==> config.mk <==
export PLATFORM = sky130hd
export DESIGN_NAME = carfield_domain_seq
export DESIGN_NICKNAME = d
export VERILOG_FILES = /design/src/rtl/carfield_pkg.sv /design/src/rtl/carfield_domain_seq_arb.sv /design/src/rtl/carfield_domain_seq.sv
export SDC_FILE = /design/constraint.sdc
export NUM_CORES = 1
export LEC_CHECK = 0
export BUFFER_PORTS_ARGS = -buffer_cell sky130_fd_sc_hd__buf_2
export CORE_MARGIN = 4
export CORE_UTILIZATION = 30
export DETAILED_ROUTE_END_ITERATION = 8
export PLACE_DENSITY = 0.58
export SETUP_SLACK_MARGIN = 0.1
export SLEW_MARGIN = 20
export SYNTH_ARGS = -nofsm -noshare
export SYNTH_HDL_FRONTEND = slang
export SYNTH_SLANG_ARGS = --single-unit
==> constraint.sdc <==
create_clock -name clk_i -period 5.7 [get_ports clk_i]
set_input_delay 0 -clock clk_i [delete_from_list [all_inputs] [get_ports clk_i]]
set_output_delay 0 -clock clk_i [all_outputs]
set_load 0.005 [all_outputs]
==> src/rtl/carfield_pkg.sv <==
// Shared types for the Carfield domain power/clock/reset sequencer.
package carfield_pkg;

  typedef enum logic [2:0] {
    IDLE, CLK_ON, RST_REL, ISO_REL, ISO_SET, WAIT_IDLE, RST_SET, CLK_OFF
  } dom_seq_state_e;

  typedef struct packed {
    logic clk_en;
    logic rst;
    logic iso;
  } dom_ctrl_t;

  function automatic dom_ctrl_t dom_ctrl_reset(input logic boot_on);
    dom_ctrl_t c;
    if (boot_on) begin
      c.clk_en = 1'b1; c.rst = 1'b0; c.iso = 1'b0;
    end else begin
      c.clk_en = 1'b0; c.rst = 1'b1; c.iso = 1'b1;
    end
    return c;
  endfunction

  function automatic int max3(input int a, input int b, input int c);
    int m;
    m = (a > b) ? a : b;
    return (m > c) ? m : c;
  endfunction

endpackage

==> src/rtl/carfield_domain_seq_arb.sv <==
// Round-robin picker over pending domains; pointer advances past each grant.
module carfield_domain_seq_arb #(
  parameter int NumIn = 6,
  parameter int IdxW  = 3
) (
  input  logic             clk_i,
  input  logic             rst_i,
  input  logic [NumIn-1:0] req_i,
  input  logic             en_i,
  output logic             gnt_valid_o,
  output logic [IdxW-1:0]  gnt_idx_o
);

  logic [IdxW-1:0] ptr_q;
  int              idx;

  // NOTE: every signal written here gets a default first so no latch is inferred.
  always_comb begin
    gnt_valid_o = 1'b0;
    gnt_idx_o   = '0;
    idx         = 0;
    // Walk from the farthest slot back to ptr so the closest requester wins.
    for (int i = NumIn - 1; i >= 0; i--) begin
      idx = (int'(ptr_q) + i) % NumIn;
      if (req_i[idx]) begin
        gnt_valid_o = 1'b1;
        gnt_idx_o   = IdxW'(idx);
      end
    end
  end

  // NOTE: sequential state uses non-blocking assignments only.
  always_ff @(posedge clk_i or posedge rst_i) begin
    if (rst_i) begin
      ptr_q <= '0;
    end else if (en_i && gnt_valid_o) begin
      ptr_q <= (gnt_idx_o == IdxW'(NumIn - 1)) ? '0 : gnt_idx_o + 1'b1;
    end
  end

endmodule

==> src/rtl/carfield_domain_seq.sv <==
// Shared power/clock/reset sequencer for all Carfield domains; one FSM
// serves latched on/off requests round-robin, one domain at a time.
module carfield_domain_seq
  import carfield_pkg::*;
#(
  parameter int                    NumDomains  = 6,
  parameter int                    RstCycles   = 4,
  parameter int                    IsoCycles   = 2,
  parameter int                    IdleTimeout = 256,
  parameter logic [NumDomains-1:0] BootOnMask  = '0
) (
  input  logic                  clk_i,
  input  logic                  rst_i,
  input  logic [NumDomains-1:0] req_on_i,
  input  logic [NumDomains-1:0] req_off_i,
  input  logic [NumDomains-1:0] idle_i,
  output logic [NumDomains-1:0] clk_en_o,
  output logic [NumDomains-1:0] rst_o,
  output logic [NumDomains-1:0] iso_o,
  output logic [NumDomains-1:0] active_o,
  output logic [NumDomains-1:0] done_o,
  output logic [NumDomains-1:0] err_timeout_o,
  output logic                  busy_o
);

  localparam int IdxW = (NumDomains > 1) ? $clog2(NumDomains) : 1;
  localparam int CntW = $clog2(max3(RstCycles, IsoCycles, IdleTimeout) + 1);
  localparam logic [CntW-1:0] RstLoad  = CntW'(RstCycles - 1);
  localparam logic [CntW-1:0] IsoLoad  = CntW'(IsoCycles - 1);
  localparam logic [CntW-1:0] IdleLoad = CntW'(IdleTimeout - 1);

  dom_seq_state_e        state_q;
  logic [CntW-1:0]       cnt_q;
  logic [IdxW-1:0]       cur_q;
  dom_ctrl_t             ctrl_q [NumDomains];
  logic [NumDomains-1:0] pend_on_q, pend_off_q, pend_on_d, pend_off_d;
  logic                  arb_valid, grant;
  logic [IdxW-1:0]       gnt_idx;

  carfield_domain_seq_arb #(.NumIn(NumDomains), .IdxW(IdxW)) i_arb (
    .clk_i       (clk_i),
    .rst_i       (rst_i),
    .req_i       (pend_on_q | pend_off_q),
    .en_i        (state_q == IDLE),
    .gnt_valid_o (arb_valid),
    .gnt_idx_o   (gnt_idx)
  );

  assign grant  = arb_valid && (state_q == IDLE);
  assign busy_o = (state_q != IDLE);

  for (genvar i = 0; i < NumDomains; i++) begin : g_out
    assign clk_en_o[i] = ctrl_q[i].clk_en;
    assign rst_o[i]    = ctrl_q[i].rst;
    assign iso_o[i]    = ctrl_q[i].iso;
    assign active_o[i] = ctrl_q[i].clk_en & ~ctrl_q[i].rst & ~ctrl_q[i].iso;
  end

  // Grant clears first, so a request arriving for the granted domain is kept.
  always_comb begin
    pend_on_d  = pend_on_q;
    pend_off_d = pend_off_q;
    if (grant) begin
      pend_on_d[gnt_idx]  = 1'b0;
      pend_off_d[gnt_idx] = 1'b0;
    end
    pend_on_d  = (pend_on_d | req_on_i) & ~req_off_i;
    pend_off_d = (pend_off_d & ~(req_on_i & ~req_off_i)) | req_off_i;
  end

  always_ff @(posedge clk_i or posedge rst_i) begin
    if (rst_i) begin
      pend_on_q  <= '0;
      pend_off_q <= '0;
    end else begin
      pend_on_q  <= pend_on_d;
      pend_off_q <= pend_off_d;
    end
  end

  // ISO_REL and CLK_OFF actions land on the edge that returns to IDLE, so
  // the done cycle doubles as the next grant cycle.
  always_ff @(posedge clk_i or posedge rst_i) begin
    if (rst_i) begin
      state_q       <= IDLE;
      cnt_q         <= '0;
      cur_q         <= '0;
      done_o        <= '0;
      err_timeout_o <= '0;
      // NOTE: the per-domain control array is reset because its reset value is architectural.
      for (int i = 0; i < NumDomains; i++) ctrl_q[i] <= dom_ctrl_reset(BootOnMask[i]);
    end else begin
      done_o        <= '0;
      err_timeout_o <= '0;
      unique case (state_q)
        IDLE: if (grant) begin
          cur_q <= gnt_idx;
          if (pend_off_q[gnt_idx]) begin
            if (!active_o[gnt_idx]) begin
              done_o[gnt_idx] <= 1'b1;
            end else begin
              ctrl_q[gnt_idx].iso <= 1'b1;
              state_q             <= ISO_SET;
            end
          end else if (active_o[gnt_idx]) begin
            done_o[gnt_idx] <= 1'b1;
          end else begin
            ctrl_q[gnt_idx].clk_en <= 1'b1;
            cnt_q                  <= RstLoad;
            state_q                <= CLK_ON;
          end
        end
        CLK_ON: if (cnt_q == '0) begin
          ctrl_q[cur_q].rst <= 1'b0;
          cnt_q             <= IsoLoad;
          state_q           <= RST_REL;
        end else cnt_q <= cnt_q - 1'b1;
        RST_REL: if (cnt_q == '0) begin
          ctrl_q[cur_q].iso <= 1'b0;
          done_o[cur_q]     <= 1'b1;
          state_q           <= IDLE;
        end else cnt_q <= cnt_q - 1'b1;
        ISO_SET: begin
          cnt_q   <= IdleLoad;
          state_q <= WAIT_IDLE;
        end
        WAIT_IDLE: if (idle_i[cur_q] || cnt_q == '0) begin
          err_timeout_o[cur_q] <= ~idle_i[cur_q];
          ctrl_q[cur_q].rst    <= 1'b1;
          cnt_q                <= RstLoad;
          state_q              <= RST_SET;
        end else cnt_q <= cnt_q - 1'b1;
        RST_SET: if (cnt_q == '0) begin
          ctrl_q[cur_q].clk_en <= 1'b0;
          done_o[cur_q]        <= 1'b1;
          state_q              <= IDLE;
        end else cnt_q <= cnt_q - 1'b1;
        default: state_q <= IDLE;
      endcase
    end
  end

endmodule
# Word-level counts from Yosys, hierarchy flattened
# Index checks and enable logic that the tools add are counted.
# totals
reg_bits	60
in_bits	20
output_inout_bits	37
# op_classes
reduce_logical	16
n_bitwise	39
n_lt_le_gt_ge	14
n_mux	91
eq_ne	17
div	6
add_sub_neg	7
# ops
cell	n
32-bit by 5-bit < comparator with 1-bit output, second input constant	6
32-bit by 4-bit remainder unit with 32-bit output, second input constant	5
18-bit two-way mux	8
18-bit bitwise mux	6
18-bit one-hot mux with 5 select lines	1
6-bit two-way mux	9
9-bit two-way mux	6
3-bit two-way mux	16
3-bit demux with 3-bit select	5
9-bit one-hot mux with 5 select lines	1
6-bit AND	6
4-bit by 4-bit remainder unit with 32-bit output, second input constant	1
1-bit binary-select mux with 3-bit select	9
1-bit two-way mux	25
6-bit NOT	3
6-bit OR	3
2-bit inequality test, second input constant	8
3-bit one-hot mux with 5 select lines	1
1-bit NOT	13
1-bit AND	12
3-bit equality test, second input constant	4
6-bit one-hot mux with 2 select lines	1
5-bit nonzero test	2
9-bit logical NOT	1
other kinds (25)	38

# Logic depth before layout (Yosys ltp)
# Gate-level depths: netlist of the first run.
# logic_depth
ltp_word	21
mapped_depth	22

# Cells and area by module
# A second synthesis of the first run with hierarchy kept.
# unflattened
cells_unflattened	507
area_unflattened_um2	4616.9
# modules_own_cells
mod	cells_each	area_per_inst_um2	seq_area_each_um2	instances
carfield_domain_seq	347	3238.1	1441.4	1
carfield_domain_seq_arb	160	1378.8	75.1	1

# Worst setup path before layout of the first run
# Ideal clock, no wire load.
# synth_path
path_type	reg-to-reg
startpoint	reg i_arb.ptr_q[2]
endpoint	reg cnt_q[0]
setup_ns	0.124
required_time_ns	5.576
arrival_ns	4.624
synth_period_minus_slack_ns	4.748
slack_ns	0.952
path_stages_with_launch	21
path_cell_list	dfrtp_1 -> buf_2 -> inv_1 -> ha_1 -> buf_2 -> nand2_1 -> nand2_1 -> ha_1 -> nor2b_1 -> or3b_1 -> a221oi_1 -> o21bai_1 -> mux2i_1 -> a2111oi_4 -> nor3_4 -> mux2_1 -> a22oi_4 -> a31oi_4 -> or2_1 -> buf_2 -> a211o_1
# synth_via
elab_chain_len	15
word_cells_on_any_way	50
classes_between	add/sub (5); div (6); eq/ne (3); mux (34); reduce/logical (2)
# synth_rtl
item	line_no	source
start: declaration	carfield_domain_seq_arb.sv:14	logic [IdxW-1:0] ptr_q;
start signal: assignment	carfield_domain_seq_arb.sv:37	ptr_q <= (gnt_idx_o == IdxW'(NumIn - 1)) ? '0 : gnt_idx_o + 1'b1;
3-bit by 3-bit adder with 4-bit output	carfield_domain_seq_arb.sv:24	idx = (int'(ptr_q) + i) % NumIn;
32-bit by 4-bit remainder unit with 32-bit output	carfield_domain_seq_arb.sv:24	
1-bit binary-select mux with 3-bit select	carfield_domain_seq_arb.sv:25	if (req_i[idx]) begin
1-bit two-way mux (not written as such) (2 in series)	carfield_domain_seq_arb.sv:25	
3-bit two-way mux (6 in series)	carfield_domain_seq_arb.sv:25	
1-bit binary-select mux with 3-bit select, on equally long branches	carfield_domain_seq.sv:105, carfield_domain_seq.sv:98	
1-bit two-way mux, on equally long branches	carfield_domain_seq.sv:105, carfield_domain_seq.sv:98	
2-bit inequality test (no source line)	-	
5-bit AND reduction (no source line) *	-	
end signal: assignment	carfield_domain_seq.sv:109	cnt_q <= RstLoad;
end signal: assignment	carfield_domain_seq.sv:115	cnt_q <= IsoLoad;
end signal: assignment	carfield_domain_seq.sv:117	end else cnt_q <= cnt_q - 1'b1;
end: declaration	carfield_domain_seq.sv:33	logic [CntW-1:0] cnt_q;
# Every way passes the cells marked *; elsewhere a longest branch is shown, timed or not. The select of a mux whose other input is x is not followed.
# A chain may end at the register's enable or synchronous reset.

# Worst setup path after layout of the first run
# Same ends and word-level chain as after synthesis.

==> results of run 1 <==
-- cell families (layout without fill, tap and decap cells) --
family / count (synthesis) / after routing / synth area share
AOI/OAI and AO/OA: 190 / 190 / 0.309
and+or+nand+nor: 181 / 181 / 0.218
DFF: 60 / 60 / 0.342
buffers and inverters: 54 / 120 / 0.0534
adders and majority gates: 16 / 16 / 0.0452
muxes: 9 / 9 / 0.0212
xor gates and xnor gates: 5 / 5 / 0.0116
-- area by class of cell --
| class | instances | area share |
|---|---|---|
| tap | 184 | 0.0427 |
| sequential | 60 | 0.281 |
| clock inverter | 5 | 0.0183 |
| multi-input combinational | 401 | 0.502 |
| inverter | 24 | 0.0167 |
| clock buffer | 11 | 0.0450 |
| timing repair buffer | 80 | 0.0941 |
-- per-stage QoR --
stage	hold WS [ns]	worst slack, ns	std cells	util
after floorplan	0.0664	0.952	515	-
after global placement	0.172	0.420	729	0.333
after detailed placement	0.178	0.271	729	0.333
after CTS	0.225	0.237	764	0.370
after global routing	0.270	0.102	765	0.373
final	0.230	0.427	765	0.373
-- layout by cell type, fill, tap and decap left out, types with 9 or more instances in the layout --
master	n
dfrtp_1	47
nor3_1	17
inv_1	20
nand2_1	36
a21oi_1	34
a211o_1	14
clkbuf_16	9
nor4_1	10
o21ai_0	21
nor2b_1	10
dfstp_2	12
ha_1	15
dlygate4sd3_1	19
a21boi_0	17
a22o_1	9
o22ai_1	9
a211oi_1	12
buf_2	56
nand3_1	12
nor3b_1	9
nor2_1	43
-- critical path: stages (launching register included) --
cell and delay (ns):
dfrtp_2 0.49, inv_1 0.11, ha_1 0.35, nand2_1 0.20, nand2_1 0.11, ha_1 0.24
nor2b_1 0.21, or3b_1 0.37, a221oi_1 0.24, o21bai_1 0.21, mux2i_2 0.37, a2111oi_4 0.14
nor3_4 0.37, mux2_1 0.40, a22oi_4 0.38, a31oi_4 0.23, or2_1 0.39, a211o_1 0.32
-- synth_stat cells, drive strengths merged (9+ instances only) --
cell type	instances	share of area
nor2b	10	0.014
buf	12	0.018
inv	24	0.020
o21ai	27	0.031
dfstp	12	0.071
a21oi	35	0.040
a21boi	18	0.031
dfrtp	48	0.27
a211oi	13	0.022
nand2	36	0.031
a22o	9	0.018
o22ai	9	0.013
nand3	13	0.016
a211o	14	0.028
a31oi	9	0.016
nor4	10	0.014
or3	9	0.013
ha	16	0.045
nor3b	10	0.018
nor3	18	0.023
clkbuf	18	0.015
nor2	44	0.038
-- routing by layer --
metal | track usage | up-vias | share of wire
li1 | - | 2045 | -
met1 | 0.226 | 2121 | 0.47
met2 | 0.261 | 148 | 0.47
met3 | 0.0371 | 10 | 0.052
met4 | 0.0410 | 0 | 0.012
met5 | 0 | - | 0
-- worst paths after layout --
| kind | end | slack (ns) | depth (start not counted) |
|---|---|---|---|
| min in group asynchronous | cnt_q[5]$_DFFE_PP0P_ | 0.44 | 4 |
| min | err_timeout_o[5]$_DFF_PP0_ | 0.23 | 5 |
| max | cnt_q[0]$_DFFE_PP0P_ | 0.43 | 17 |
| max reg2reg | cnt_q[0]$_DFFE_PP0P_ | 0.43 | 17 |
| max in group asynchronous | i_arb.ptr_q[2]$_DFFE_PP0P_ | 4.69 | 4 |
| min reg2reg | cnt_q[8]$_DFFE_PP0P_ | 0.52 | 1 |
-- repair_timing --
| item | in CTS | in global routing |
|---|---|---|
| setup endpoints to repair | 0 | 35 |
| gates resized for setup | 0 | 8 |
| endpoints found under the hold margin | 60 | 0 |
| setup buffers | 0 | 1 |
| hold buffers | 19 | 0 |
==> metrics.csv, run 1 <==
metric,value,unit
status,finished clean,
initial antenna violation count,0,
hold crit path type,primary input to flip-flop,
post-DR vias/cell,5.65,
maxcap violations,0,
RSZ-0062 raised after global routing,no,
Final #Nets,612,
clock skew,0.00895,ns
DRT iter0 DRCs,257,
"FFs w/ async S/R, synth",1.00,
CP arrival,5.50,ns
Routed Antenna Nets,0,
drt pass-1 iters,5,
Fill cells,1480,
Total GRT Usage,0.164,
area occupied by multi-input gates,2710,sq um
Setup crit start kind,flip-flop,
Mapped Area,4430,sq um
Synthesis Warnings,0,
final instance area,5400,sq um
crit path from,i_arb.ptr_q[2]$_DFFE_PP0P_,
row cnt,44,
#FFs+latches synth,60,
clk buf depth,2,
GRT overflow,0,
routability cong.,0.864,
clk slew on worst S/H paths,0.05,ns
Die X,130,um
Num Clock Sinks,60,
vias in the first global route,4046,
routed wire length,13.7,mm
Post-Synthesis Cells,515,
layout cells sized above 1,0.207,
"Max FO, Critical Path",13,
IO buf count,56,
"Hold Vio Cnt, Final",0,
Post-synth EDFFs,0,
vias post-DR,4324,
crit path time final,5.27,ns
final setup vio count,0,
Routed WL per cell,17.9,um
required time worst endpoint,5.92,ns
cell chosen for the clock root,clkbuf_16,
Boundary Pins,57,
critical setup path kind,flip-flop to flip-flop,
DIE AREA,16800,sq um
sequential share of the synthesized area,0.342,
TritonCTS Buffers,9,
Synth-to-Final Area Change,21.8,%
ant diodes,0,
CTS tree,done,
r2r startpoint,i_arb.ptr_q[2]$_DFFE_PP0P_,
Post-DP Area,4820,sq um
first-pass GRT wire length,21.5,mm
library cells used by synthesis,72,
Initial Util,0.306,
worst hold start,idle_i[2],
crit path capture type,flip-flop,
Post-Syn Nets,551,
CTS H-tree lvls,3,
largest net degree at the start of global routing,61,
Core Area,14500,sq um
Tightest Pin Transition,0.937,ns
register area,1520,sq um
Final HPWL DP,10.2,mm
chip height,130,um
final cycle utilization of the critical path,0.925,
final routed DRC violation total,0,
fmax,190,MHz
final-report max-slew violation count,0,
Synth Area per Inst,8.60,sq um
Worst-Skew Late Latency,0.34,ns
TNS Setup,0,ns
Slew headroom,0.372,
Most used DFF post-synth,dfrtp_1,
Power of run 1 is left out: the tool's default activity adds up to more than one toggle a clock period on the data nets, which glitch-free logic cannot reach.
==> run 2: changes to the inputs <==
- CELL_PAD_IN_SITES_DETAIL_PLACEMENT: not set -> 1
- CELL_PAD_IN_SITES_GLOBAL_PLACEMENT: not set -> 1
- PLACE_DENSITY: 0.58 -> 0.69
==> metrics.csv, run 2 (synthesis results as in run 1) <==
metric,value,unit,change
CP arrival,5.55,ns,+0.05 ns
pre-CTS worst setup slack,0.194,ns,-0.0773 ns
Synth-to-Final Area Change,21.7,%,
CTS H-tree lvls,3,,unchanged
clock skew,0.00910,ns,+0.000147 ns
R2R setup slack,0.38,ns,-0.04 ns
fmax,188,MHz,-0.83%
most used cells in the layout excluding fill and tap cells,"buf_2 (56), dfrtp_1 (47), nor2_1 (43)",,
IO buf count,56,,unchanged
crit path cell chain,ha_1 -> xor2_1 -> inv_1 -> ha_1 -> nor2b_1 -> or3b_1 -> a221oi_1 -> o21bai_1 -> mux2i_2 -> a2111oi_4 -> or3_4 -> mux2_2 -> nor2_2 -> a31oi_4 -> or2_1 -> a211o_1,,
Worst path max stage delay,0.50,ns,about the same
Total GRT Usage,0.184,,+0.0205
r2r startpoint,i_arb.ptr_q[1]$_DFFE_PP0P_,,
vias post-DR,4317,,-0.16%
cell chosen for the clock root,clkbuf_16,,
Final HPWL DP,11.4,mm,+12%
GRT overflow,0,,unchanged
Final #Nets,614,,+0.33%
initial antenna violation count,0,,unchanged
drt pass-1 iters,5,,unchanged
critical setup path kind,flip-flop to flip-flop,,
maxcap violations,0,,unchanged
crit path to,cnt_q[0]$_DFFE_PP0P_,,
final setup vio count,0,,unchanged
DRT iter0 DRCs,275,,+7.0%
TritonCTS Buffers,9,,unchanged
crit path capture type,flip-flop,,
Setup crit start kind,flip-flop,,
"commonest non-fill, non-tap cell in the layout",buf_2,,
layout cells sized above 1,0.213,,+0.00615
Worst-Skew Late Latency,0.35,ns,about the same
hold crit path type,primary input to flip-flop,,
Tightest Pin Transition,0.979,ns,+0.0422 ns
Boundary Pins,57,,unchanged
status,finished clean,,
Routed WL per cell,20.0,um,+11%
CTS tree,done,,
post-DR vias/cell,5.63,,-0.42%
routed wire length,15.3,mm,+12%
chip height,130,um,unchanged
Core Area,14500,sq um,unchanged
Num Clock Sinks,60,,unchanged
fin worst setup slack,0.382,ns,-0.0442 ns
Initial Util,0.306,,unchanged
vias in the first global route,4493,,+11%
first-pass GRT wire length,24.2,mm,+13%
Routed Antenna Nets,0,,unchanged
row cnt,44,,unchanged
largest net degree at the start of global routing,61,,unchanged
crit path from,i_arb.ptr_q[1]$_DFFE_PP0P_,,
reg2reg end,cnt_q[0]$_DFFE_PP0P_,,
Slew headroom,0.344,,-0.0283
final routed DRC violation total,0,,unchanged
final cycle utilization of the critical path,0.933,,+0.00776
final-report max-slew violation count,0,,unchanged
clk slew on worst S/H paths,0.06,ns,about the same
clk buf depth,2,,unchanged
crit path time final,5.32,ns,+0.0442 ns
RSZ-0062 raised after global routing,no,,
"Hold Vio Cnt, Final",0,,unchanged
"Max FO, Critical Path",11,,-2
TNS Setup,0,ns,unchanged
Worst Reg-to-Reg Cells,16,,-1
Die X,130,um,unchanged
routability cong.,0.858,,-0.68%
DIE AREA,16800,sq um,unchanged
slowest CP cell,or3_4,,
required time worst endpoint,5.93,ns,about the same
ant diodes,0,,unchanged
most used cell along the critical path,ha_1,,
run 2: timing repair:
| action | 4_1_cts | 5_1_grt |
|---|---|---|
| hold endpoints to repair | 60 | 0 |
| setup buffers | 0 | 3 |
| hold buffers | 19 | 0 |
| setup endpoints to repair | 0 | 37 |
| gates resized for setup | 0 | 10 |
run 2: worst min-delay path by stage:
stage | start | end | slack (ns) | depth (start not counted)
after detailed placement | req_off_i[4] | pend_on_q[4]$_DFF_PP0_ | 0.18 | 2
final | idle_i[2] | err_timeout_o[0]$_DFF_PP0_ | 0.27 | 5
after floorplan | req_off_i[0] | pend_on_q[0]$_DFF_PP0_ | 0.07 | 1
after CTS | idle_i[2] | err_timeout_o[0]$_DFF_PP0_ | 0.26 | 5
after global placement | req_off_i[4] | pend_on_q[4]$_DFF_PP0_ | 0.17 | 2
after global routing | idle_i[2] | err_timeout_o[1]$_DFF_PP0_ | 0.32 | 5
run 2: critical path, delay by kind of cell (launching register included):
| kind | cells | cell delay (ns) |
|---|---|---|
| compound gates | 5 | 1.17 |
| xor+xnor | 1 | 0.30 |
| fa+ha+maj | 2 | 0.65 |
| buf+inv | 1 | 0.13 |
| flops | 1 | 0.48 |
| mux | 2 | 0.70 |
| simple gates | 5 | 1.76 |
run 2: final cells by class:
type                       instances  area (sq um)
tap                              184           230
clock buffer                       9           225
fill                            1727          9090
clock inverter                     7          75.1
inverter                          24          90.1
multi-input combinational        401          2730
sequential                        60          1520
timing repair buffer              82           523
run 2: stage by stage:
stage          cell area [sq um]  cells  hold WS (ns)  utilization
2_1_floorplan               4430    515        0.0664            -
3_3_place_gp                4820    729         0.173        0.333
3_5_place_dp                4820    729         0.176        0.333
4_1_cts                     5310    764         0.265        0.367
5_1_grt                     5390    767         0.324        0.372
6_report                    5390    767         0.266        0.372
run 2: metal layers:
layer | track usage | up-vias | routed length, um
met1 | 0.245 | 2171 | 7140
met2 | 0.300 | 87 | 7290
met4 | 0.0617 | 0 | 188
li1 | - | 2044 | -
met5 | 0 | - | 0
met3 | 0.0383 | 15 | 714
Power of run 2 is left out for the same reason.
